`config.mk`:
```
export PLATFORM = sky130hd
export DESIGN_NAME = arf096b256e1r1w0cbbeheaa4acw_wr_stage
export DESIGN_NICKNAME = d
export VERILOG_FILES = /design/src/rtl/arf096b256e1r1w0cbbeheaa4acw_wr_stage.sv
export SDC_FILE = /design/constraint.sdc
export NUM_CORES = 1
export LEC_CHECK = 0
export ABC_AREA = 1
export CAP_MARGIN = 30
export CORE_AREA = 2 2 271 273
export DETAILED_ROUTE_END_ITERATION = 10
export DIE_AREA = 0 0 273 275
export GPL_TIMING_DRIVEN = 1
export SLEW_MARGIN = 20
export SYNTH_ARGS = -nofsm -noshare
export SYNTH_HDL_FRONTEND = slang
export SYNTH_SLANG_ARGS = --single-unit
```
`constraint.sdc`:
```
create_clock -name clk -period 56.1 [get_ports clk]
set_input_delay 11.22 -clock clk [delete_from_list [all_inputs] [get_ports clk]]
set_output_delay 11.22 -clock clk [all_outputs]
set_load 0.02 [all_outputs]
```
`src/rtl/arf096b256e1r1w0cbbeheaa4acw_wr_stage.sv`:
```
// Write-port front end for the 96x256 1R1W register file.
// Stage+skid buffer, out-of-range filter, one-hot byte-masked array write.
module arf096b256e1r1w0cbbeheaa4acw_wr_stage #(
    parameter int DEPTH   = 96,
    parameter int DWIDTH  = 256,
    parameter int AWIDTH  = 7,
    parameter int BEWIDTH = DWIDTH / 8
) (
    input  logic               clk,
    input  logic               rst,
    input  logic               wr_valid,
    output logic               wr_ready,
    input  logic [AWIDTH-1:0]  wr_addr,
    input  logic [DWIDTH-1:0]  wr_data,
    input  logic [BEWIDTH-1:0] wr_be,
    input  logic               arr_busy,
    output logic [DEPTH-1:0]   arr_wen,
    output logic [DWIDTH-1:0]  arr_wdata,
    output logic [BEWIDTH-1:0] arr_wbe,
    input  logic [AWIDTH-1:0]  rd_addr,
    output logic               rd_hazard,
    output logic               err_oob,
    output logic [7:0]         oob_cnt
);

    localparam int AW1 = AWIDTH + 1;

    logic               s_valid_q, s_valid_d;
    logic [AWIDTH-1:0]  s_addr_q, s_addr_d;
    logic [DWIDTH-1:0]  s_data_q, s_data_d;
    logic [BEWIDTH-1:0] s_be_q, s_be_d;
    logic               k_valid_q, k_valid_d;
    logic [AWIDTH-1:0]  k_addr_q, k_addr_d;
    logic [DWIDTH-1:0]  k_data_q, k_data_d;
    logic [BEWIDTH-1:0] k_be_q, k_be_d;
    logic               err_oob_q, err_oob_d;
    logic [7:0]         oob_cnt_q, oob_cnt_d;

    logic issue;
    logic accept;
    logic in_rng;
    logic acc_in;
    logic acc_oob;

    assign wr_ready = rst & ~k_valid_q;
    assign err_oob  = err_oob_q;
    assign oob_cnt  = oob_cnt_q;

    // Gating with rst keeps the array from capturing on a reset edge.
    assign issue   = rst & s_valid_q & ~arr_busy;
    assign accept  = wr_valid & wr_ready;
    assign in_rng  = {1'b0, wr_addr} < AW1'(DEPTH);
    assign acc_in  = accept & in_rng;
    assign acc_oob = accept & ~in_rng;

    always_comb begin
        s_valid_d = s_valid_q;
        s_addr_d  = s_addr_q;
        s_data_d  = s_data_q;
        s_be_d    = s_be_q;
        k_valid_d = k_valid_q;
        k_addr_d  = k_addr_q;
        k_data_d  = k_data_q;
        k_be_d    = k_be_q;
        if (issue && k_valid_q) begin
            s_valid_d = 1'b1;
            s_addr_d  = k_addr_q;
            s_data_d  = k_data_q;
            s_be_d    = k_be_q;
            k_valid_d = acc_in;
            if (acc_in) begin
                k_addr_d = wr_addr;
                k_data_d = wr_data;
                k_be_d   = wr_be;
            end
        end else if (!s_valid_q || issue) begin
            s_valid_d = acc_in;
            if (acc_in) begin
                s_addr_d = wr_addr;
                s_data_d = wr_data;
                s_be_d   = wr_be;
            end
        end else if (acc_in) begin
            k_valid_d = 1'b1;
            k_addr_d  = wr_addr;
            k_data_d  = wr_data;
            k_be_d    = wr_be;
        end
    end

    always_comb begin
        err_oob_d = acc_oob;
        oob_cnt_d = oob_cnt_q;
        if (acc_oob && oob_cnt_q != 8'hFF) begin
            oob_cnt_d = oob_cnt_q + 8'd1;
        end
    end

    always_ff @(posedge clk) begin
        if (!rst) begin
            s_valid_q <= 1'b0;
            k_valid_q <= 1'b0;
            err_oob_q <= 1'b0;
            oob_cnt_q <= 8'd0;
        end else begin
            s_valid_q <= s_valid_d;
            k_valid_q <= k_valid_d;
            err_oob_q <= err_oob_d;
            oob_cnt_q <= oob_cnt_d;
        end
    end

    // Payload flops need no reset: they are qualified by the valid bits.
    always_ff @(posedge clk) begin
        s_addr_q <= s_addr_d;
        s_data_q <= s_data_d;
        s_be_q   <= s_be_d;
        k_addr_q <= k_addr_d;
        k_data_q <= k_data_d;
        k_be_q   <= k_be_d;
    end

    always_comb begin
        arr_wen   = '0;
        arr_wdata = '0;
        arr_wbe   = '0;
        for (int i = 0; i < DEPTH; i++) begin
            arr_wen[i] = issue && (s_addr_q == AWIDTH'(i));
        end
        for (int b = 0; b < BEWIDTH; b++) begin
            if (issue && s_be_q[b]) begin
                arr_wdata[8*b +: 8] = s_data_q[8*b +: 8];
            end
        end
        if (issue) begin
            arr_wbe = s_be_q;
        end
    end

    always_comb begin
        rd_hazard = (s_valid_q && s_addr_q == rd_addr)
                  | (k_valid_q && k_addr_q == rd_addr);
    end

endmodule
```
== After elaboration in Yosys (flattened, before gate mapping) ==
Cells that the tools add are included.
Cells by class
  $lt $le $gt $ge: 1
  equal/unequal tests: 99
  shift operators: 0
  mux-type cells: 56
  div/mod/pow operators: 0
  multipliers: 0
  $add $sub $neg: 1
  reductions and logical operators: 139
  bitwise logic cells: 10
Operators with widths (count)
  $mux 256: 6
  $mux 8: 32
  $eq 7x6->1 const B: 32
  $eq 7x7->1 const B: 32
  $mux 32: 7
  $logic_and 1x1->1: 132
  $eq 7x5->1 const B: 16
  $eq 7x4->1 const B: 8
  $mux 7: 6
  $eq 7x3->1 const B: 4
  $eq 7x2->1 const B: 2
  $eq 7x7->1: 2
  $add 8x1->8 const B: 1
  $ne 8x8->1 const B: 1
  $eq 7x1->1 const B: 1
  $logic_not 7->1: 1
  $lt 7x7->1 const B: 1
  $and 1x1->1: 6
  $mux 1: 5
  $reduce_and 2->1: 2
  $reduce_bool 2->1: 2
  $not 1->1: 3
  $ne 2x2->1 const B: 1
  $logic_not 1->1: 1
  2 further kinds: 2
Word-level totals
  bits in latches: 0
  output and inout port bits: 395
  input bits: 306
  RAM bits: 0
  memories: 0
  ROM bits: 0
  word-level logic and storage cells: 316
  register bits: 601

== Longest topological paths before layout ==
  depth after elaboration: 7
  gate-level depth with buffers: 9
  mapped depth without buffers: 9

== Least setup slack after synthesis ==
OpenSTA, ideal clock, no wires.
  path kind: in2reg
  start: input rst
  end: register s_addr_q[0] (enable)
  stages on the path: 5
  data arrival time: 26.131 ns
  path buffers: 1
  setup time: 1.050 ns
  data required time: 55.050 ns
  path slack: 28.919 ns
  path through: buf_4 > inv_1 > nor2_1 > nand3_1 > a21oi_1
Between the ends
  cells in the longest elaborated chain, start to end: 5
  elaborated cells between the ends (all ways): 10
  classes of those cells: 5 x bitwise; 5 x reduce/logical
Ends and longest elaborated chain
  from (decl): RTL line 10  | input logic rst,
  $and 1x1->1: RTL line 45  | assign wr_ready = rst & ~k_valid_q;
  via wr_ready: RTL line 12  | output logic wr_ready,
  $and 1x1->1: RTL line 51  | assign accept = wr_valid & wr_ready;
  $and 1x1->1: RTL line 53  | assign acc_in = accept & in_rng;
  $reduce_bool 2->1 (no source line)
  $reduce_and 2->1 (no source line)
  to (signal assigned): RTL line 115  | s_addr_q <= s_addr_d;
  to (decl): RTL line 29  | logic [AWIDTH-1:0] s_addr_q, s_addr_d;
The timed path passes the listed nets, and every way through them passes these cells.
A chain may end at the register's enable or synchronous reset.

== Worst setup path in the final report ==
  start: input rst
  end: output arr_wdata[249]
Between the ends
  cells in the longest elaborated chain, start to end: 4
Ends and longest elaborated chain
  $and 1x1->1 (2 in a row): RTL line 50  | assign issue = rst & s_valid_q & ~arr_busy;
  $logic_and 1x1->1: RTL line 131  | if (issue && s_be_q[b]) begin
  $mux 8: RTL line 131
  to (decl): RTL line 18  | output logic [DWIDTH-1:0] arr_wdata,
Every way passes these cells.

==> impl_metrics.tcl <==
set metrics [dict create \
    grt_overflow_total 0 \
    finalNonFillerCells 4148 \
    ys_seq_elements 601 \
    drc 0 \
    cp_max_fo 32 \
    synth-edff-count 590 \
    dr.pass1.iters 6 \
    antenna_left 0 \
    nFillCells 6603 \
    r2r_setup_slack_ns 50.89 \
    min_path_type "flip-flop to flip-flop" \
    p_leak_nw 14.5 \
    avgSynthCellArea_um2 10.4 \
    setup_viol 0 \
    start_util_pct 34.6 \
    grt_pass1_vias 18600 \
    avgViaCountPerCell 4.57 \
    synth-seq-area-share_pct 71.6 \
    crit_buf_inv 4 \
    synth_nets 2720 \
    cts_tree "done" \
    cts_sinks 601 \
    gp_congestion 0.857 \
    slew_headroom_pct 36.3 \
    dp_slack_ns 30.16 \
    cts_max_level 3 \
    ff2ff_path_depth 9 \
    period_share_pct 46.2 \
    floorplan.rows 99 \
    clk_pin_slew_worst_paths_ns 0.06 \
    die_w_um 273 \
    dp.cells 4009 \
    cellPowerDensity_nw_per_um2 29.0 \
    synth-main-ff-cell "edfxtp_1" \
    fmax_mhz 38.6 \
    dp_hpwl_mm 52.7 \
    status "finished clean" \
    critPathCaptureType "output pin" \
    antenna_found_initial 21 \
    rsz0062_at_grt "no" \
    crit_required_ns 44.88 \
    utilization_pct 48.9 \
    cp.depth 7 \
    dieArea_um2 75100 \
    crit_end "arr_wdata[249]" \
    grt_pass1_wl_mm 112 \
    ys_warn_count 0 \
    ys_types 24 \
    tightest_slew_ns 0.956 \
    grt_use_total_pct 19.7 \
    cts_root_buffer "clkbuf_16" \
    hold_depth 2 \
    ir_drop_mv 0.0312 \
    drtIter0Drc 1485 \
    critPathSlowestCell "clkdlybuf4s50_1" \
    hold_viol_final 0 \
    num_io_pins 701 \
    clock_path_buffers 3 \
    wl_per_cell_um 18.5 \
    finalSetupTns_ns 0 \
    grt_max_degree 171 \
    syn_inst 2413 \
    r2r_start "s_valid_q" \
    holdBufCountCts 0 \
    report.final.slew_viol_count 0 \
    path_class "input port to output pin" \
    cts_made_buffers 68 \
    clk_latency_ns 0.60 \
    async_flop_share_pct 0 \
    area_growth_pct 41.4 \
    core_um2 72300 \
    r2r_end "s_data_q[220]" \
    port-buffer-count 700 \
    critPathLaunchType "input port" \
    nets 3430 \
    startpoint "rst" \
    finalWirelength_mm 76.9 \
    arrival_ns 14.69 \
    dieHeight_um 275 \
    vias 19000 \
    finClkSkew_ns 0.0265 \
    crit_chain "clkdlybuf4s50_1 -> nand3_2 -> inv_2 -> buf_4 -> nand2_1 -> nor2_1 -> clkdlybuf4s50_1" \
    critPathTopFamily "buffers and inverters" \
    cap_viol_max_count 0 \
    crit_path_max_incr_delay_ns 0.73 \
    fin_ws_ns 30.19 \
    post-cts-setup-buffers 0 \
    cts_resized 0 \
    layout-drive-gt1-share_pct 3.87 \
    crit_top_cell "clkdlybuf4s50_1" \
    netlist_area_um2 25000 \
    holdWs_ns 0.508 \
    min_period_ns 25.91 \
]
## flip-flops by register name, indices dropped and copies added, names as in the netlist
signal,count
k_addr_q,7
k_valid_q,1
oob_cnt,8
s_addr_q,7
s_be_q,32
s_valid_q,1
k_data_q,256
k_be_q,32
err_oob,1
s_data_q,256
## layout by cell type, fill, tap and decap left out, types with 2 or more instances in the layout
cell	count
clkdlybuf4s50_1	700
nand3_1	24
xnor2_1	2
edfxtp_1	590
nand4_1	9
nor2_4	3
clkbuf_16	70
nor3_1	9
diode_2	12
clkinv_2	7
buf_12	2
buf_4	12
bufinv_16	8
clkbuf_8	2
nand2_1	962
clkinv_8	2
clkinv_1	11
o21ai_0	10
clkbuf_1	18
inv_16	2
inv_2	3
inv_1	323
dfxtp_1	11
xor2_1	3
buf_16	5
a21oi_1	5
nor2_1	374
## metrics by stage
step / power [W] / cell area [um^2]
detailed placement: 0.000582 / 33000
global route: 0.00106 / 35400
finish: 0.00103 / 35400
global placement: 0.000580 / 33000
floorplan: 0.000551 / 25000
CTS: 0.00104 / 35300
## synthesized netlist by cell type, types with 2 or more instances
| cell type | number | area, um^2 |
|---|---|---|
| inv_2 | 4 | 15.0 |
| buf_2 | 57 | 285 |
| o21ai_0 | 10 | 50.1 |
| nand4_1 | 9 | 56.3 |
| buf_6 | 10 | 113 |
| dfxtp_1 | 11 | 220 |
| nand3_1 | 24 | 120 |
| buf_4 | 2 | 15.0 |
| clkbuf_1 | 9 | 33.8 |
| edfxtp_1 | 590 | 17700 |
| xnor2_1 | 2 | 17.5 |
| inv_1 | 323 | 1210 |
| a21oi_1 | 6 | 30.0 |
| nor2_1 | 375 | 1410 |
| nand2_1 | 962 | 3610 |
| nor3_1 | 9 | 45.0 |
| xor2_1 | 3 | 26.3 |
## per-layer routing
metal  GRT usage [%]  share of wire, %
met1            24.7                40
met2            32.4                48
met3            5.94               9.1
met4            7.31               2.7
met5               0              0.19
## worst reg2reg max path, delay by kind of cell, from the launching register on
kind,cells,cell delay (ns)
AOI/OAI and AO/OA,1,0.60
buffers and inverters,6,3.56
DFF,1,0.37
and+or+nand+nor,2,0.26
## worst min path at each step
stage,from,endpoint,slack (ns)
5_1_grt,k_data_q[246],s_data_q[246],0.53
3_3_place_gp,k_data_q[111],s_data_q[111],0.50
6_report,k_be_q[13],s_be_q[13],0.51
4_1_cts,oob_cnt[3],oob_cnt[3],0.50
2_1_floorplan,k_be_q[0],s_be_q[0],0.49
3_5_place_dp,oob_cnt[3],oob_cnt[3],0.50
## power by group
part            total, W  internal (W)  leakage (nW)  switching, W
Clock           0.000454      0.000272          1.11      0.000183
Sequential      0.000512      0.000509          5.47    0.00000369
Combinational  0.0000595     0.0000288          7.87     0.0000308
Total            0.00103      0.000809          14.5      0.000217
## kinds of logic (layout without fill, tap and decap cells)
family	Yosys count	in the layout	synth area share, %
fa+ha+maj	1	1	0.0500
compound gates	18	18	0.375
flops	601	601	71.6
xor+xnor	5	5	0.175
other cells	0	12	0
simple gates	1382	1382	21.0
buf+inv	406	1170	6.74
## area by class of cell
| type | count | area, um^2 | area share, % |
|---|---|---|---|
| inverters | 327 | 1230 | 3.49 |
| flip-flops and latches | 601 | 17900 | 50.7 |
| repair buffers | 719 | 7270 | 20.5 |
| clock inverters | 34 | 444 | 1.25 |
| diodes | 12 | 30.0 | 0.0848 |
| multi-input cells | 1406 | 5440 | 15.4 |
| well taps | 959 | 1200 | 3.39 |
| clock buffers | 90 | 1850 | 5.22 |
Power figures use the tool's default switching activity.
